===== config.mk =====
export PLATFORM = sky130hd
export DESIGN_NAME = wb_line_reader_flat
export DESIGN_NICKNAME = d
export VERILOG_FILES = /design/src/rtl/wb_line_reader_if.sv /design/src/rtl/wb_line_reader.sv /design/src/flat_wrapper.sv
export SDC_FILE = /design/constraint.sdc
export NUM_CORES = 1
export LEC_CHECK = 0
export CAP_MARGIN = 0
export CELL_PAD_IN_SITES_DETAIL_PLACEMENT = 1
export CELL_PAD_IN_SITES_GLOBAL_PLACEMENT = 1
export CORE_UTILIZATION = 55
export DETAILED_ROUTE_END_ITERATION = 7
export GPL_TIMING_DRIVEN = 0
export PLACE_DENSITY = 0.92
export SLEW_MARGIN = 20
export SYNTH_ARGS = -nofsm -noshare
export SYNTH_HDL_FRONTEND = slang
export SYNTH_SLANG_ARGS = --single-unit

===== constraint.sdc =====
create_clock -name clk_i -period 8.02 [get_ports clk_i]
set_input_delay 0.802 -clock clk_i [delete_from_list [all_inputs] [get_ports clk_i]]
set_output_delay 0.802 -clock clk_i [all_outputs]
set_load 0.1 [all_outputs]

===== src/rtl/wb_line_reader_if.sv =====
// Pipelined Wishbone bus bundle used between the line reader
// and the SDRAM controller. master drives the request side.
interface if_wb #(
    parameter int AWIDTH = 26
) ();
    logic              cyc;
    logic              stb;
    logic              we;
    logic [AWIDTH-1:0] adr;
    logic [3:0]        sel;
    logic [31:0]       dat_o;
    logic [31:0]       dat_i;
    logic              ack;
    logic              stall;

    modport master (
        output cyc, stb, we, adr, sel, dat_o,
        input  dat_i, ack, stall
    );

    modport slave (
        input  cyc, stb, we, adr, sel, dat_o,
        output dat_i, ack, stall
    );
endinterface


===== src/rtl/wb_line_reader.sv =====
// Burst line reader: issues pipelined Wishbone reads and queues
// returned words in a show-ahead FIFO with credit-based flow control.
//
// Ports:
//   clk_i, rst_i          clock, async active-low reset
//   start/base_adr/count  transfer request (sampled when idle)
//   busy, done            transfer status, done is a 1-cycle pulse
//   bus                   pipelined Wishbone master
//   out_data/out_valid/
//   out_ready             show-ahead word stream to the consumer
module wb_line_reader #(
    parameter int AWIDTH = 26,
    parameter int DEPTH  = 16
) (
    input  logic              clk_i,
    input  logic              rst_i,
    input  logic              start,
    input  logic [AWIDTH-1:0] base_adr,
    input  logic [15:0]       count,
    output logic              busy,
    output logic              done,
    if_wb.master              bus,
    output logic [31:0]       out_data,
    output logic              out_valid,
    input  logic              out_ready
);
    localparam int PW = $clog2(DEPTH);
    localparam int CW = PW + 1;

    typedef enum logic [1:0] {
        IDLE  = 2'd0,
        RUN   = 2'd1,
        DRAIN = 2'd2
    } state_t;

    state_t r_state;
    state_t w_next;

    logic [AWIDTH-1:0] r_adr;
    logic [15:0]       r_rem;
    logic [CW-1:0]     r_out;
    logic [CW-1:0]     r_occ;
    logic [PW-1:0]     r_wp;
    logic [PW-1:0]     r_rp;
    logic [31:0]       r_mem [DEPTH];
    logic              r_done;
    // set once the first request of a transfer has been
    // presented; keeps cyc up while credit throttles stb
    logic              r_act;

    logic          w_stb;
    logic          w_cyc;
    logic          w_busy;
    logic          w_accept;
    logic          w_issue;
    logic          w_ack;
    logic          w_push;
    logic          w_pop;
    logic          w_last;
    logic          w_final;
    logic          w_credit;
    logic [CW:0]   w_used;
    logic          w_unused;

    // word addressing: the byte lane bits are not used
    assign w_unused = &{1'b0, base_adr[1:0]};

    // a start in the done cycle is still "while busy"
    assign w_accept = start & (r_state == IDLE) & ~r_done;

    // in-flight requests plus buffered words must fit the FIFO
    assign w_used   = {1'b0, r_out} + {1'b0, r_occ};
    assign w_credit = w_used < (CW + 1)'(DEPTH);

    assign w_issue = w_stb & ~bus.stall;

    // acks with nothing outstanding are stray and dropped
    assign w_ack   = bus.ack & (r_out != '0);

    assign w_pop   = out_ready & (r_occ != '0);
    assign w_push  = w_ack & ((r_occ != CW'(DEPTH)) | w_pop);

    assign w_last  = w_issue & (r_rem == 16'd1);
    assign w_final = (r_state == DRAIN) & w_ack
                   & (r_out == CW'(1));

    // state register
    always_ff @(posedge clk_i or negedge rst_i) begin
        if (!rst_i) begin
            r_state <= IDLE;
        end else begin
            r_state <= w_next;
        end
    end

    // next-state logic
    always_comb begin
        w_next = r_state;
        unique case (r_state)
            IDLE: begin
                if (w_accept && count != 16'd0) begin
                    w_next = RUN;
                end
            end
            RUN: begin
                if (w_last) begin
                    w_next = DRAIN;
                end
            end
            DRAIN: begin
                if (w_final) begin
                    w_next = IDLE;
                end
            end
            default: begin
                w_next = IDLE;
            end
        endcase
    end

    // output logic
    always_comb begin
        w_stb  = 1'b0;
        w_cyc  = 1'b0;
        w_busy = r_done;
        unique case (r_state)
            IDLE: begin
                w_stb = 1'b0;
            end
            RUN: begin
                w_stb  = (r_rem != 16'd0) & w_credit;
                w_cyc  = w_stb | r_act;
                w_busy = 1'b1;
            end
            DRAIN: begin
                w_cyc  = 1'b1;
                w_busy = 1'b1;
            end
            default: begin
                w_stb = 1'b0;
            end
        endcase
    end

    // request address, word counters and status
    always_ff @(posedge clk_i or negedge rst_i) begin
        if (!rst_i) begin
            r_adr  <= '0;
            r_rem  <= '0;
            r_out  <= '0;
            r_done <= 1'b0;
            r_act  <= 1'b0;
        end else begin
            r_done <= (w_accept & (count == 16'd0))
                    | w_final;

            if (w_accept) begin
                r_adr <= {base_adr[AWIDTH-1:2], 2'b00};
                r_rem <= count;
            end else if (w_issue) begin
                r_adr <= r_adr + AWIDTH'(4);
                r_rem <= r_rem - 16'd1;
            end

            if (r_state == IDLE) begin
                r_act <= 1'b0;
            end else if (w_stb) begin
                r_act <= 1'b1;
            end

            r_out <= r_out + CW'(w_issue) - CW'(w_ack);
        end
    end

    // FIFO pointers and occupancy
    always_ff @(posedge clk_i or negedge rst_i) begin
        if (!rst_i) begin
            r_wp  <= '0;
            r_rp  <= '0;
            r_occ <= '0;
        end else begin
            if (w_push) begin
                r_wp <= r_wp + PW'(1);
            end
            if (w_pop) begin
                r_rp <= r_rp + PW'(1);
            end
            r_occ <= r_occ + CW'(w_push) - CW'(w_pop);
        end
    end

    // FIFO storage, contents are don't-care while empty
    always_ff @(posedge clk_i) begin
        if (w_push) begin
            r_mem[r_wp] <= bus.dat_i;
        end
    end

    assign out_data  = r_mem[r_rp];
    assign out_valid = (r_occ != '0);

    assign busy = w_busy;
    assign done = r_done;

    assign bus.cyc   = w_cyc;
    assign bus.stb   = w_stb;
    assign bus.we    = 1'b0;
    assign bus.adr   = r_adr;
    assign bus.sel   = 4'hf;
    assign bus.dat_o = 32'h0;
endmodule


===== src/flat_wrapper.sv =====
// flat-port wrapper written by rule: the top's interface ports become plain ports
module wb_line_reader_flat 
#(
    parameter int AWIDTH = 26,
    parameter int DEPTH  = 16
)
  (clk_i, rst_i, start, base_adr, count, busy, done, out_data, out_valid, out_ready, bus_cyc, bus_stb, bus_we, bus_adr, bus_sel, bus_dat_o, bus_dat_i, bus_ack, bus_stall);
  if_wb #(.AWIDTH(AWIDTH)) bus_i ();
  input  logic clk_i;
  input  logic rst_i;
  input  logic start;
  input  logic [AWIDTH-1:0] base_adr;
  input  logic [15:0] count;
  output logic busy;
  output logic done;
  output logic [31:0] out_data;
  output logic out_valid;
  input  logic out_ready;
  output wire logic [$bits(bus_i.cyc)-1:0] bus_cyc;
  output wire logic [$bits(bus_i.stb)-1:0] bus_stb;
  output wire logic [$bits(bus_i.we)-1:0] bus_we;
  output wire logic [$bits(bus_i.adr)-1:0] bus_adr;
  output wire logic [$bits(bus_i.sel)-1:0] bus_sel;
  output wire logic [$bits(bus_i.dat_o)-1:0] bus_dat_o;
  input wire logic [$bits(bus_i.dat_i)-1:0] bus_dat_i;
  input wire logic [$bits(bus_i.ack)-1:0] bus_ack;
  input wire logic [$bits(bus_i.stall)-1:0] bus_stall;
  assign bus_cyc = bus_i.cyc;
  assign bus_stb = bus_i.stb;
  assign bus_we = bus_i.we;
  assign bus_adr = bus_i.adr;
  assign bus_sel = bus_i.sel;
  assign bus_dat_o = bus_i.dat_o;
  assign bus_i.dat_i = bus_dat_i;
  assign bus_i.ack = bus_ack;
  assign bus_i.stall = bus_stall;
  wb_line_reader #(.AWIDTH(AWIDTH), .DEPTH(DEPTH)) u_core (.clk_i(clk_i), .rst_i(rst_i), .start(start), .base_adr(base_adr), .count(count), .busy(busy), .done(done), .bus(bus_i), .out_data(out_data), .out_valid(out_valid), .out_ready(out_ready));
endmodule

Word level (Yosys, flattened, before mapping)

Memories as Yosys holds them, arrays and structs flattened.
Index checks and enable logic that the tools add are counted.

Output and inout port bits: 100
Memory bits (writable): 512
Logic and storage cells: 70
Memories kept: 1
Flip-flop bits (word level): 64

Reduce and logical (&&, ||, !) cells: 11
Add/sub/neg operators: 9
Order comparisons: 1
Equality and inequality tests: 8
Muxes and demuxes: 15
Bitwise gates (word level): 16

Memory list:

| name         | depth | width | read ports | clocked after memory_dff | wr ports | RTL line             | text |
|---|---|---|---|---|---|---|---|
| u_core.r_mem | 16    | 32    | 1          | 0                        | 1        | wb_line_reader.sv:45 | `logic [31:0] r_mem [DEPTH];` |

Operators by type and width:

| kind                                                  | number |
|---|---|
| 2-to-1 mux 26 bit                                     | 2 |
| 2-to-1 mux 16 bit                                     | 2 |
| nonzero test 16 bit                                   | 2 |
| adder 26 x 3 -> 26 bit, second input constant         | 1 |
| equality test 16 x 1 -> 1 bit, second input constant  | 1 |
| zero test 16 bit                                      | 1 |
| subtractor 16 x 1 -> 16 bit, second input constant    | 1 |
| bitwise AND 1 bit                                     | 11 |
| adder 5 x 1 -> 5 bit                                  | 2 |
| nonzero test 5 bit                                    | 2 |
| subtractor 5 x 1 -> 5 bit                             | 2 |
| adder 4 x 1 -> 4 bit, second input constant           | 2 |
| adder 5 x 5 -> 6 bit                                  | 1 |
| < comparator 6 x 5 -> 1 bit, second input constant    | 1 |
| 2-to-1 mux 1 bit                                      | 6 |
| 2-to-1 mux 2 bit                                      | 3 |
| case mux 2 bit (3 select lines)                       | 1 |
| equality test 5 x 1 -> 1 bit, second input constant   | 1 |
| inequality test 5 bit, second input constant          | 1 |
| inequality test 2 x 1 -> 1 bit, second input constant | 2 |
| nonzero test 2 bit                                    | 2 |
| bitwise OR 1 bit                                      | 3 |
| AND reduction 3 bit                                   | 1 |
| equality test 2 x 1 -> 1 bit, second input constant   | 1 |
| 7 further kinds                                       | 8 |

Depth between registers and ports, before layout

Depth after elaboration: 8
Depth in mapped cells: 15

Worst setup path before layout

Ideal clock, no wire load.

Kind: reg-to-output
Start point: register u_core.r_out[1]
End point: output port bus_cyc
Stages on the path, launching flop included: 6
Arrival time: 3553 ps
Path slack: 3665 ps
Path through: dfrtp_1 > ha_1 > and4_4 > o21ai_1 > nand3_1 > a21boi_0

Word-level cells in the longest chain between the ends: 5

Ends and longest elaborated chain:

| item                            | RTL line              | text |
|---|---|---|
| from (decl)                     | wb_line_reader.sv:41  | `logic [CW-1:0] r_out;` |
| from (signal assigned)          | wb_line_reader.sv:171 | `r_out <= r_out + CW'(w_issue) - CW'(w_ack);` |
| adder 5 x 5 -> 6 bit            | wb_line_reader.sv:72  | `assign w_used = {1'b0, r_out} + {1'b0, r_occ};` |
| < comparator 6 x 5 -> 1 bit     | wb_line_reader.sv:73  | `assign w_credit = w_used < (CW + 1)'(DEPTH);` |
| bitwise AND 1 bit               | wb_line_reader.sv:131 | `w_stb = (r_rem != 16'd0) & w_credit;` |
| bitwise OR 1 bit                | wb_line_reader.sv:132 | `w_cyc = w_stb \| r_act;` |
| case mux 1 bit (2 select lines) | wb_line_reader.sv:126 | `unique case (r_state)` |
| to (decl)                       | flat_wrapper.sv:19    | `output wire logic [$bits(bus_i.cyc)-1:0] bus_cyc;` |

Every way passes these cells.

Final worst setup path

Start point: register u_core.r_rp[0]
End point: output port out_data[25]

Word-level cells in the longest chain between the ends: 1

Ends and longest elaborated chain:

| item                   | RTL line              | text |
|---|---|---|
| from (decl)            | wb_line_reader.sv:44  | `logic [PW-1:0] r_rp;` |
| from (signal assigned) | wb_line_reader.sv:186 | `r_rp <= r_rp + PW'(1);` |
| memory (16 x 32 bit)   | -                     |  |
| to (decl)              | flat_wrapper.sv:16    | `output logic [31:0] out_data;` |

Every way passes these cells.

==> flow_summary.toml <==
[run_status]
outcome = "complete, no violations"

[pwr]
pwr-share-clk_pct = 22.5
p_sw_mw = 5.15
vdd_ir_drop_max_v = 0.000321
combPwrFrac_pct = 44.7
p_int_mw = 6.96
swShare_pct = 42.5
seq_power_share_pct = 32.8
leakagePower_nw = 9.32
powerDensity_mw_per_mm2 = 433

[yosys]
synth_edf_count = 512
synthTopCellsByArea = "edfxtp_1 65%, mux4_2 15%, dfrtp_1 6.6%"
ys_seq_area_share_pct = 72.1
synthArstFlopShare_pct = 10.8
synth_ff_type = "edfxtp_1"
synth_top_cell_by_area = "edfxtp_1"
ys.warnings.count = 0
synth_top_area_share_pct = 65.5
avgSynthCellArea_um2 = 19.5
synthCells = 1205
yosysUniqueCellTypes = 56
synth_area_mm2 = 0.0235
ys_ff_latch = 574

[timing]
maxSlewViolCount = 0
fmax_mhz = 176
finalSetupTns_ns = 0
finalWorstPathRequiredPeriod_ns = 5.69
period_share_pct = 71.0
relSlewSlack_pct = 29.3
clock_skew_ns = 0.0291
rsz0062_at_grt = "false"
finalHoldViolations = 0
tightest_slew_ns = 1.06
setup_viol = 0

[routing]
first_pass_iters = 5
ant_nets = 0
wl_per_cell_um = 33.6
drt_iter0_drc = 1586
via_per_inst = 6.69
drc = 0
wl_um = 68600
vias = 13639

[floorplan]
die_w_um = 209
num_rows = 75
core_mm2 = 0.0420
ios = 180
dieArea_mm2 = 0.0435
initial_utilization_pct = 55.8
fp.dieH_um = 209

[clock_network]
cts.root.buffer_cell = "clkbuf_16"
cts_tree = "built"
path_clk_slew_ns = 0.07
post_cts_buffers = 0
clock_latency_ns = 0.62
cts_sinks = 574
h-tree-depth = 2
ctsHoldBuffers = 0
cts_buffers = 56
clockBufferDepth = 3
cts_resized = 0

[global_route]
grt_max_degree = 37
overflow = 0
grt_pass1_vias = 14601
grtUsageTotal_pct = 32.2
grt_antenna_before_repair = 0
grt_pass1_wl_um = 99400

[final_layout]
final_area_mm2 = 0.0280
areaGrowthSynthToFinish_pct = 19.1
diodes = 0
fillers = 3500
final_nets = 1564
drive_gt1_share_pct = 22.3

[setup_path]
required_ns = 7.22
cp.arrival_ns = 4.89
path_max_fanout = 10
path_class = "reg2out"
crit_path_start_kind = "flop"
worst_setup_path_end_kind = "output pin"

[placed_design]
dpl-instance-area_mm2 = 0.0261
gp_congestion = 0.806
numPortBuffers = 138
hpwl_um = 39800

[run]
cap_violations = 0

[min_path]
hp-class = "in2async"
==> synthesized netlist by cell type, drive strengths merged, types with 3 or more instances <==
cell	count
nand2	32
o21ai	19
o31ai	6
o211ai	4
edfxtp	512
xnor2	26
and3	5
and4	6
nor2	38
clkbuf	39
or4	11
or3	9
nand4	15
nor3	5
mux4	160
o21a	3
dfrtp	62
ha	27
nand4b	4
xor2	6
buf	57
inv	28
a31oi	14
nor4	23
nand3	18
a21o	3
and2	23
a21oi	19
==> stage by stage <==
stage | instances | hold WS [ns] | utilization (%) | worst slack, ns | power (mW)
after floorplan | 1242 | 0.464 | - | 3.66 | 7.81
after global placement | 1919 | 0.473 | 61.1 | 3.21 | 8.99
after detailed placement | 1936 | 0.495 | 62.1 | 3.02 | 9.27
after CTS | 2039 | 0.116 | 66.5 | 2.18 | 12.1
after global routing | 2039 | 0.130 | 66.5 | 2.13 | 12.4
final | 2039 | 0.117 | 66.5 | 2.33 | 12.1
==> layout by cell type (no fill, tap or decap), drive strengths merged, types with 5 or more instances in the layout <==
cell           instances
mux4                 160
and2                  23
conb                  39
clkdlybuf4s50        137
and4                   6
inv                   29
edfxtp               512
nor4                  23
and3                   5
or3                    9
o31ai                  6
nand2                 32
nor2                  38
bufinv                 8
xor2                   6
clkbuf               112
o21ai                 19
dfrtp                 62
xnor2                 26
nor3                   5
nand4                 15
or4                   11
clkinv                25
buf                   68
ha                    27
a21oi                 19
a31oi                 14
nand3                 18
==> power groups by stage <==
stage	sequential (mW)	clock, mW	combinational (mW)
after detailed placement	4.00	0	5.28
after global placement	3.96	0	5.03
after CTS	3.96	2.74	5.42
after floorplan	4.33	0	3.47
final	3.98	2.73	5.41
after global routing	4.00	2.82	5.59
==> layer usage <==
layer  wire [um]  GRT usage, %  vias up
met4        2910          14.1        0
met3        5830          5.12      213
met2       35200          55.7      997
met1       24600          40.6     7082
met5           0             0        -
li1            -             -     5347
==> worst max-delay path, cell delays in order, from the launching register on <==
cell and delay (ns):
dfrtp_1 0.41, clkbuf_1 0.33, clkbuf_1 0.48, buf_1 0.80
mux4_2 0.67, mux4_2 0.55, clkdlybuf4s50_1 1.03
==> cell type report <==
| type | instances | area, um^2 | share of cell area (%) |
|---|---|---|---|
| multi-input combinational | 544 | 6090 | 21.8 |
| clock buffer | 66 | 1460 | 5.22 |
| timing repair buffer | 155 | 1780 | 6.36 |
| inverter | 28 | 105 | 0.376 |
| clock inverter | 37 | 395 | 1.41 |
| sequential | 574 | 16900 | 60.5 |
| tap | 539 | 674 | 2.41 |
| buffer | 96 | 523 | 1.87 |
==> kinds of logic (layout without fill, tap and decap cells) <==
group	after synthesis	in the layout	share of synthesized area, %
DFF	574	574	72.1
and+or+nand+nor	202	202	4.88
muxes	163	163	15.5
buffers and inverters	124	382	2.63
AOI/OAI and AO/OA	79	79	2.08
xor gates and xnor gates	32	32	1.19
adders and majority gates	29	29	1.61
other	2	39	0.0320
==> state kept, by name, summed over array words and instances, names as in the netlist <==
signal and cells:
u_core.bus.adr 24, u_core.done 1, u_core.r_act 1, u_core.r_mem 512, u_core.r_occ 5, u_core.r_out 5
u_core.r_rem 16, u_core.r_rp 4, u_core.r_state 2, u_core.r_wp 4
==> path summary, 6_finish.rpt <==
path | end | depth (start not counted) | slack (ns) | start
setup / recovery | out_data[25] | 6 | 2.33 | u_core.r_rp[0]
hold / removal | u_core.bus.adr[23] | 1 | 0.12 | rst_i
setup reg to reg | u_core.r_out[4] | 14 | 4.11 | u_core.r_occ[4]
hold reg to reg | u_core.r_act | 1 | 0.56 | u_core.r_act
max in group asynchronous | u_core.r_occ[1] | 2 | 7.32 | rst_i
min in group clk_i | u_core.r_act | 1 | 0.56 | u_core.r_act
Power figures use the tool's default switching activity.
